File: config.mk
export PLATFORM = sky130hd
export DESIGN_NAME = spi_master_arbiter
export DESIGN_NICKNAME = d
export VERILOG_FILES = /design/src/rtl/spi_master_arbiter.sv
export SDC_FILE = /design/constraint.sdc
export NUM_CORES = 1
export LEC_CHECK = 0
export CAP_MARGIN = 20
export CORE_MARGIN = 3
export CORE_UTILIZATION = 32
export DETAILED_ROUTE_END_ITERATION = 8
export GPL_TIMING_DRIVEN = 0
export SETUP_SLACK_MARGIN = 0.3
export SYNTH_ARGS = -nofsm -noshare
export SYNTH_HDL_FRONTEND = slang
export SYNTH_SLANG_ARGS = --single-unit
File: constraint.sdc
create_clock -name clk -period 3.1 [get_ports clk]
set_input_delay 0.62 -clock clk [delete_from_list [all_inputs] [get_ports clk]]
set_output_delay 0.62 -clock clk [all_outputs]
set_load 0.02 [all_outputs]
File: src/rtl/spi_master_arbiter.sv
// Round-robin arbiter sharing one spi_master among N_REQ requesters.
// Tracks each transfer through SS and returns a per-requester done/err pulse.
module spi_master_arbiter #(
  parameter int unsigned N_REQ   = 4,
  parameter int unsigned TIMEOUT = 64
) (
  input  logic               clk,
  input  logic               reset,
  input  logic [N_REQ-1:0]   req,
  input  logic [8*N_REQ-1:0] req_din,
  input  logic [2*N_REQ-1:0] req_mode,
  output logic [N_REQ-1:0]   gnt,
  output logic [N_REQ-1:0]   done,
  output logic [N_REQ-1:0]   err,
  output logic               busy,
  output logic               m_start,
  output logic [7:0]         m_din,
  output logic [1:0]         m_mode,
  output logic               m_reset,
  input  logic               m_ss
);

  localparam int unsigned PW = $clog2(N_REQ);
  localparam int unsigned TW = $clog2(TIMEOUT + 1);

  typedef enum logic [2:0] {
    IDLE, PREP, RECOV, START, WAIT_LO, WAIT_HI, DONE, ABORT
  } state_t;

  state_t        state;
  logic [PW-1:0] rr_ptr;
  logic          cpol_valid;
  logic          last_cpol;
  logic [TW-1:0] timer;

  logic             win_found;
  logic [PW-1:0]    win_idx;
  logic [PW-1:0]    cand;
  logic [N_REQ-1:0] win_onehot;
  logic [7:0]       win_din;
  logic [1:0]       win_mode;

  // Search starts just above the last winner and wraps modulo N_REQ.
  always_comb begin
    win_found  = 1'b0;
    win_idx    = '0;
    cand       = '0;
    win_onehot = '0;
    win_din    = '0;
    win_mode   = '0;
    for (int unsigned i = 1; i <= N_REQ; i++) begin
      cand = PW'((32'(rr_ptr) + i) % N_REQ);
      if (!win_found && req[cand]) begin
        win_found        = 1'b1;
        win_idx          = cand;
        win_onehot[cand] = 1'b1;
      end
    end
    for (int unsigned j = 0; j < N_REQ; j++) begin
      if (win_onehot[j]) begin
        win_din  = req_din[8*j +: 8];
        win_mode = req_mode[2*j +: 2];
      end
    end
  end

  always_ff @(posedge clk or posedge reset) begin
    if (reset) begin
      state      <= IDLE;
      rr_ptr     <= PW'(N_REQ - 1);
      cpol_valid <= 1'b0;
      last_cpol  <= 1'b0;
      timer      <= '0;
      gnt        <= '0;
      done       <= '0;
      err        <= '0;
      busy       <= 1'b0;
      m_start    <= 1'b0;
      m_reset    <= 1'b0;
      m_din      <= '0;
      m_mode     <= '0;
    end else begin
      m_start <= 1'b0;
      m_reset <= 1'b0;
      done    <= '0;
      err     <= '0;
      case (state)
        IDLE: begin
          if (win_found) begin
            gnt    <= win_onehot;
            m_din  <= win_din;
            m_mode <= win_mode;
            rr_ptr <= win_idx;
            busy   <= 1'b1;
            if (!cpol_valid || (win_mode[1] != last_cpol)) begin
              state   <= PREP;
              m_reset <= 1'b1;
            end else begin
              state   <= START;
              m_start <= 1'b1;
            end
          end
        end
        PREP: begin
          last_cpol  <= m_mode[1];
          cpol_valid <= 1'b1;
          state      <= RECOV;
        end
        RECOV: begin
          state   <= START;
          m_start <= 1'b1;
        end
        START: begin
          timer <= '0;
          state <= WAIT_LO;
        end
        // Timer runs across both wait states; the abort wins when it reaches TIMEOUT.
        WAIT_LO, WAIT_HI: begin
          timer <= timer + 1'b1;
          if (timer == TW'(TIMEOUT - 1)) begin
            state   <= ABORT;
            m_reset <= 1'b1;
            err     <= gnt;
          end else if (state == WAIT_LO && !m_ss) begin
            state <= WAIT_HI;
          end else if (state == WAIT_HI && m_ss) begin
            state <= DONE;
            done  <= gnt;
          end
        end
        DONE: begin
          gnt   <= '0;
          busy  <= 1'b0;
          state <= IDLE;
        end
        ABORT: begin
          cpol_valid <= 1'b0;
          gnt        <= '0;
          busy       <= 1'b0;
          state      <= IDLE;
        end
        default: state <= IDLE;
      endcase
    end
  end

endmodule
* Word level (Yosys, flattened, before mapping)
Index checks and enable logic that the tools add are counted.
Operators by class: mux-type cells 61, reduce and logical (&&, ||, !) cells 24, eq/ne operators 11, bitwise gates (word level) 3, add/sub/neg operators 5, order comparisons 8
Operators with widths (number):
- $mux W4 | 11
- $mux W8 | 4
- $mux W1 | 18
- $mux W2 | 9
- $pmux W3 S6 | 1
- $pmux W7 S2 | 1
- $eq A3 B3 Y1 const B | 4
- $lt A2 B3 Y1 const B | 4
- $mux W3 | 4
- $or A4 B4 Y4 | 3
- $logic_and A1 B1 Y1 | 9
- $bmux W1 S2 | 4
- $demux W1 S2 | 4
- $ge A2 B1 Y1 const B | 4
- $pmux W1 S2 | 4
- $pmux W4 S2 | 1
- $add A7 B1 Y7 const B | 1
- $eq A7 B6 Y1 const B | 1
- $eq A3 B2 Y1 const B | 2
- $reduce_and A2 Y1 | 3
- $reduce_bool A2 Y1 | 3
- $logic_not A1 Y1 | 5
- $add A2 B1 Y2 const B | 2
- $add A2 B2 Y2 const B | 2
- 7 further kinds | 8
Storage, ports and cells: input bits 47, output and inout bits 25, logic and storage cells 125, register bits after elaboration 39

* Longest topological paths before layout
Gate-level depths: netlist of the first run.
depth in word-level cells 22, depth in mapped cells 13, gate-level depth less buffers 10

* Least setup slack after synthesis of the first run
No wires, ideal clock.
path kind flip-flop to flip-flop, start point reg rr_ptr[0], end point reg m_reset, data arrival time 3272 ps, required time 3023 ps, clock period less this slack 3350 ps, stages on the path, launching flop included 12, slack -250 ps, buffers on the path 1, setup time 77 ps, path through dfstp_2 buf_6 inv_1 ha_1 mux4_2 nor4b_4 nand2_2 a211oi_4 a221oi_2 o31ai_4 mux2_2 a21oi_1
On the way: longest elaborated chain between the ends 22, elaborated cells between the ends (all ways) 58, those cells by class add/sub (4); order compare (8); eq/ne (1); mux (31); bitwise (3); reduce/logical (11)
RTL lines:
- start, declared | RTL line 31 | logic [PW-1:0] rr_ptr;
- start signal, assigned | RTL line 70 | rr_ptr <= PW'(N_REQ - 1);
- start signal, assigned | RTL line 93 | rr_ptr <= win_idx;
- parallel branches: the longest is 20 deep, another holds $lt A2 B3 Y1
- $mux W1 * | RTL line 89 | if (win_found) begin
- $pmux W1 S2 * | RTL line 87 | case (state)
- end signal, assigned | RTL line 79 | m_reset <= 1'b0;
- end signal, assigned | RTL line 84 | m_reset <= 1'b0;
- end signal, assigned | RTL line 97 | m_reset <= 1'b1;
- end, declared | RTL line 19 | output logic m_reset,
Every way passes the cells marked *. The select of a mux whose other input is x is not followed. A chain may end at the register's enable or synchronous reset.

* Worst setup path in the final report of the first run
start point reg rr_ptr[1], end point reg m_reset
The elaborated chain is that of the path after synthesis.

==> run summary, run 1 <==
Run status - finished clean
Clock transition at the registers of the reported paths - 0.08 ns
Initial antenna violation count - 0
FP Rows - 30
GRT Overall Usage - 15.7%
Number of enable flip-flop cells after synthesis - 0
Yosys reg bits - 39
Cells after synthesis - 249
WL/cell - 15.2 µm
Chip Width - 91.6 µm
CP arrival - 3.31 ns
Dpl hpwl - 4620 µm
Root Driver - clkbuf_8
RSZ-0062 raised after global routing - true
N_diodes - 0
Startpoint types - flip-flop
DRC Markers - 0
Layer with the highest usage - met2
Main synth FF type - dfrtp_1
Crit Path Max Fanout - 5
Grt ovf - 0
Worst Setup End Kind - flip-flop
Slew Viols, Final - 0
Met2 Use GR - 25.4%
Power Density - 1200 nW/µm²
Vert. Die Dim - 91.6 µm
Area Overhead vs Synth - 63.7%
First-pass GRT wire length - 10600 µm
Largest net degree at the start of global routing - 40
DRT iter0 DRCs - 100
Max_cap viols - 0
Sequential share of the synthesized area - 41.7%
Final Power - 4.60 mW
Slew margin rel. - 45.1%
Synth cell types - 43
VDD IR max - 646 µV
Clock Tree Buf Depth - 2
Setup crit start - rr_ptr[1]$_DFFE_PP1P_
PortBufs - 71
CTS Buf Count - 5
IO Pins - 72
Max Fclk - 325 MHz
Fin nets - 411
CTS tree - done
Clock latency at the later pin of the worst-skew pair - 0.30 ns
Worst Path Required - 3.34 ns
Met3 Use GR - 3.53%
Period utilisation layout - 99.2%
Critical setup path kind - reg -> reg
CTS Hold Bufs - 0
Core Box Area - 6940 µm²
Clock skew - 0.0105 ns
Post-layout min period - 3.08 ns
Vias in the first global route - 2136
Vias per cell - 5.04
Final Util - 55.3%
Worst Hold Launch - m_din[6]$_DFFE_PP0P_
Design area - 3840 µm²
Met1 usage - 20.3%
Via count - 2276
Share of layout cells above drive strength 1 - 25.0%
Avg Inst Size Synth - 9.43 µm²
Post-Syn Area - 2350 µm²
Gpl congestion - 0.822
P_leak - 1.62 nW
Routed Antenna Nets - 0
Synth Warn # - 0
Worst min-delay path category - reg -> reg
Starting Density - 33.8%
Full die area - 8400 µm²
Final hold viol count - 0
Placed standard-cell area - 3220 µm²
Syn nets - 305
Clock Sinks - 39
Drt pass-1 iters - 4
Final wirelength - 6870 µm
R2r startpoint - rr_ptr[1]$_DFFE_PP1P_
H-tree levels - 2
Fraction of registers with async set/reset - 100%
Setup violations, final - 0
Worst-Margin Slew - 0.823 ns
## synth_stat cells, types with 9 or more instances
| master | n | share of area [%] |
|---|---|---|
| nor2b_1 | 16 | 4.3 |
| o21ai_0 | 25 | 5.3 |
| dfrtp_1 | 37 | 39 |
| inv_1 | 10 | 1.6 |
| nor2_1 | 20 | 3.2 |
| a21oi_1 | 13 | 2.8 |
| nor3_1 | 12 | 2.6 |
| clkbuf_1 | 11 | 1.8 |
| ha_1 | 9 | 4.8 |
| a221oi_1 | 14 | 5.2 |
| nand2_1 | 29 | 4.6 |
## power by group
part	internal [mW]	switching, mW	leakage, nW	total (mW)
logic	1.69	1.60	1.05	3.29
registers	0.684	0.119	0.501	0.803
clock network	0.322	0.188	0.0654	0.509
total	2.69	1.91	1.62	4.60
## final cells by class
class                      count  area (µm²)
inverter                      10        48.8
tap                           96         120
sequential                    39         978
clock buffer                   6        72.6
fill                         590        3100
multi-input combinational    187        1460
timing repair buffer          99         962
clock inverter                 2        60.1
buffer                        13         138
## placed cells by master (no fill, tap or decap), types with 8 or more instances in the layout
| cell type | count |
|---|---|
| nand2_1 | 28 |
| nor2b_1 | 15 |
| a21oi_1 | 11 |
| ha_1 | 8 |
| a221oi_2 | 8 |
| dfrtp_1 | 37 |
| nor2_1 | 20 |
| buf_4 | 22 |
| o21ai_0 | 15 |
| clkdlybuf4s50_1 | 67 |
| o21ai_1 | 10 |
## critical path, cell delays in order (launching register included)
cell and delay (ns):
dfstp_2 0.58, clkinvlp_4 0.12, ha_4 0.30, mux4_2 0.34, nor4b_4 0.38, nand2_2 0.13, a211oi_4 0.30, a221oi_4 0.11
o31ai_4 0.32, mux2_4 0.34, a21oi_2 0.09
## through the flow
step	cells	setup slack [ns]	setup TNS, ns	hold slack [ns]
after global placement	416	-0.713	-6.99	0.463
after floorplan	249	-0.0950	-0.122	0.451
final	452	0.0235	0	0.491
after CTS	444	0.0641	0	0.494
after detailed placement	416	-0.704	-7.00	0.473
after global routing	452	-0.0917	-0.168	0.506
## final timing paths
| check | slack, ns | cells after the start | end |
|---|---|---|---|
| setup / recovery | 0.02 | 10 | m_reset$_DFF_PP0_ |
| hold / removal | 0.49 | 2 | m_din[6]$_DFFE_PP0P_ |
| setup reg to reg | 0.02 | 10 | m_reset$_DFF_PP0_ |
| hold reg to reg | 0.49 | 2 | m_din[6]$_DFFE_PP0P_ |
| max in group asynchronous | 1.78 | 2 | last_cpol$_DFFE_PP0P_ |
| min in group asynchronous | 0.80 | 2 | done[0]$_DFF_PP0_ |
## cell families after synthesis
kind of cell,count (synthesis),synth area share [%]
and+or+nand+nor,99,21.6
AOI/OAI and AO/OA,68,20.8
DFF,39,41.7
buffers and inverters,23,4.05
muxes,9,6.34
adders and majority gates,9,4.80
xor gates and xnor gates,2,0.746
## layer usage
metal,up-vias,routed length (µm)
li1,1118,-
met1,1093,3070
met2,51,3360
met3,14,285
met4,0,155
met5,-,0
## sequential cells by signal, indices dropped and copies added (netlist names)
name        flops
m_din           8
timer           7
done            4
err             4
gnt             4
state           3
m_mode          2
rr_ptr          2
busy            1
cpol_valid      1
last_cpol       1
m_reset         1
m_start         1
## timing repair
action	CTS	global route
gates cloned	1	2
resized for setup	41	24
setup buffers	19	6
hold endpoints to repair	0	0
setup endpoints to repair	18	18
pin swaps	17	8
(Power assumes the default switching activity.)
==> run 2: changes to the inputs <==
Settings changed: PLACE_DENSITY from default to 0.61.
==> run summary, run 2 (same netlist as run 1, synthesis figures left out) <==
Run status - finished clean
Worst Path Required - 3.32 ns
CTS tree - done
Root Driver - clkbuf_8
Final Power - 4.18 mW
IO Pins - 72
Grt ovf - 0
Vias per cell - 4.96
Clock Sinks - 39
Clock Tree Buf Depth - 2
Dpl hpwl - 4710 µm
Worst Hold Launch - m_din[7]$_DFFE_PP0P_
CP arrival - 3.32 ns
Core Box Area - 6940 µm²
FP Rows - 30
Hold path cells - 2
PortBufs - 71
P_leak - 1.55 nW
Vias in the first global route - 2146
N_diodes - 0
First-pass GRT wire length - 10600 µm
CTS Buf Count - 5
Largest registers - m_din x8, timer x7
Share of layout cells above drive strength 1 - 23.1%
RR Endpoint - m_reset$_DFF_PP0_
Area Overhead vs Synth - 56.1%
Fin cells - 446
Multi-input logic area - 1400 µm²
Initial antenna violation count - 0
Starting Density - 33.8%
Slew margin rel. - 44.7%
Worst Hold End - m_din[7]$_DFFE_PP0P_
Gpl congestion - 0.791
Critical setup path kind - reg -> reg
Vert. Die Dim - 91.6 µm
Commonest non-fill, non-tap cell in the layout - clkdlybuf4s50_1
GRT Overall Usage - 15.6%
Fin nets - 405
Final hold viol count - 0
Clock latency at the later pin of the worst-skew pair - 0.30 ns
CP Cell Sequence - buf_8 > buf_6 > mux4_2 > nor4b_4 > buf_4 > a22o_4 > or2_4 > a221oi_4 > o31ai_4 > mux2_4 > a21oi_2
Worst min-delay path category - reg -> reg
FILL cells - 618
Largest net degree at the start of global routing - 40
WL/cell - 14.8 µm
Slowest cell on crit path - mux4_2
Period utilisation layout - 99.8%
Routed Antenna Nets - 0
Worst-Margin Slew - 0.829 ns
Post-layout min period - 3.09 ns
Largest register FFs - 8
Crit Path Max Fanout - 6
H-tree levels - 2
FF-to-FF path depth - 11
Max_cap viols - 0
CTS Hold Bufs - 0
R2r startpoint - rr_ptr[0]$_DFFE_PP1P_
Worst Setup End Kind - flip-flop
Most frequent cells in the layout - clkdlybuf4s50_1 (67), dfrtp_1 (37), nand2_1 (28)
Reg area - 978 µm²
Max incr delay on CP - 0.57 ns
Power Density - 1140 nW/µm²
Reg2reg setup slack - 0.008 ns
Largest reg by FF count - m_din
RSZ-0062 raised after global routing - true
Final wirelength - 6590 µm
Startpoint types - flip-flop
Clock transition at the registers of the reported paths - 0.08 ns
Max Fclk - 323 MHz
Slew Viols, Final - 0
Chip Width - 91.6 µm
DRT iter0 DRCs - 117
Placed Instances - 416
Full die area - 8400 µm²
Drt pass-1 iters - 4
Setup TNS Final - 0 ns
Setup violations, final - 0
Clock skew - 0.0111 ns
Via count - 2214
DRC Markers - 0
VDD IR max - 595 µV
[run 2: cell types whose count changed in the layout (fill, tap and decap cells not counted), moves of 2 or more]
cell / previous run / this run
nor3_1: 7 / 10
nor3_2: 5 / 2
clkbuf_16: 3 / 1
a221oi_2: 8 / 12
o21ai_0: 15 / 22
buf_6: 5 / 2
a221oi_4: 5 / 1
o21ai_1: 10 / 3
[run 2: final cells by class]
cell class | count | share of cell area [%]
clock inverters | 2 | 0.956
multi-input cells | 187 | 38.1
flip-flops and latches | 39 | 26.7
plain buffers | 13 | 3.65
repair buffers | 93 | 23.9
clock buffers | 6 | 2.25
inverters | 10 | 1.23
well taps | 96 | 3.28
[run 2: metal layers]
layer / part of all wire (%) / track usage, %
met4: 2.2 / 5.53
met5: 0 / 0
met1: 45 / 20.6
met3: 4.0 / 3.28
met2: 49 / 25.1
[run 2: report_power, final]
group          switching, mW  internal (mW)  total [mW]  leakage (nW)
combinational           1.46           1.47        2.93         0.992
sequential             0.120          0.684       0.804         0.501
clock                  0.185          0.261       0.446        0.0612
[run 2: per-stage QoR]
stage	hold slack (ns)	area [µm²]	setup WS (ns)	utilization, %
after floorplan	0.451	2390	-0.0950	-
after global placement	0.463	3220	-0.736	46.3
after detailed placement	0.470	3220	-0.754	46.3
after CTS	0.489	3570	0.0765	51.4
after global routing	0.515	3660	-0.0805	52.8
final	0.484	3660	0.00765	52.8
[run 2: how the worst max path moves through the flow]
stage | start | endpoint | cells past startpoint
6_report | rr_ptr[0]$_DFFE_PP1P_ | m_reset$_DFF_PP0_ | 11
2_1_floorplan | rr_ptr[0]$_DFFE_PP1P_ | m_reset$_DFF_PP0_ | 11
5_1_grt | rr_ptr[0]$_DFFE_PP1P_ | m_reset$_DFF_PP0_ | 11
3_5_place_dp | req[3] | m_reset$_DFF_PP0_ | 9
4_1_cts | rr_ptr[0]$_DFFE_PP1P_ | m_reset$_DFF_PP0_ | 10
3_3_place_gp | req[3] | m_reset$_DFF_PP0_ | 9
[run 2: worst max-delay path, delay by kind of cell (launching register included)]
kind,cells,cell delay [ns]
compound gates,4,0.64
buf+inv,3,0.40
mux,2,0.91
flops,1,0.55
simple gates,2,0.52
[run 2: repair_timing]
item / in CTS / in global routing
buffers inserted: 17 / 5
pin swaps: 8 / 5
resized for setup: 33 / 18
setup endpoints to repair: 18 / 17
gates cloned: 0 / 0
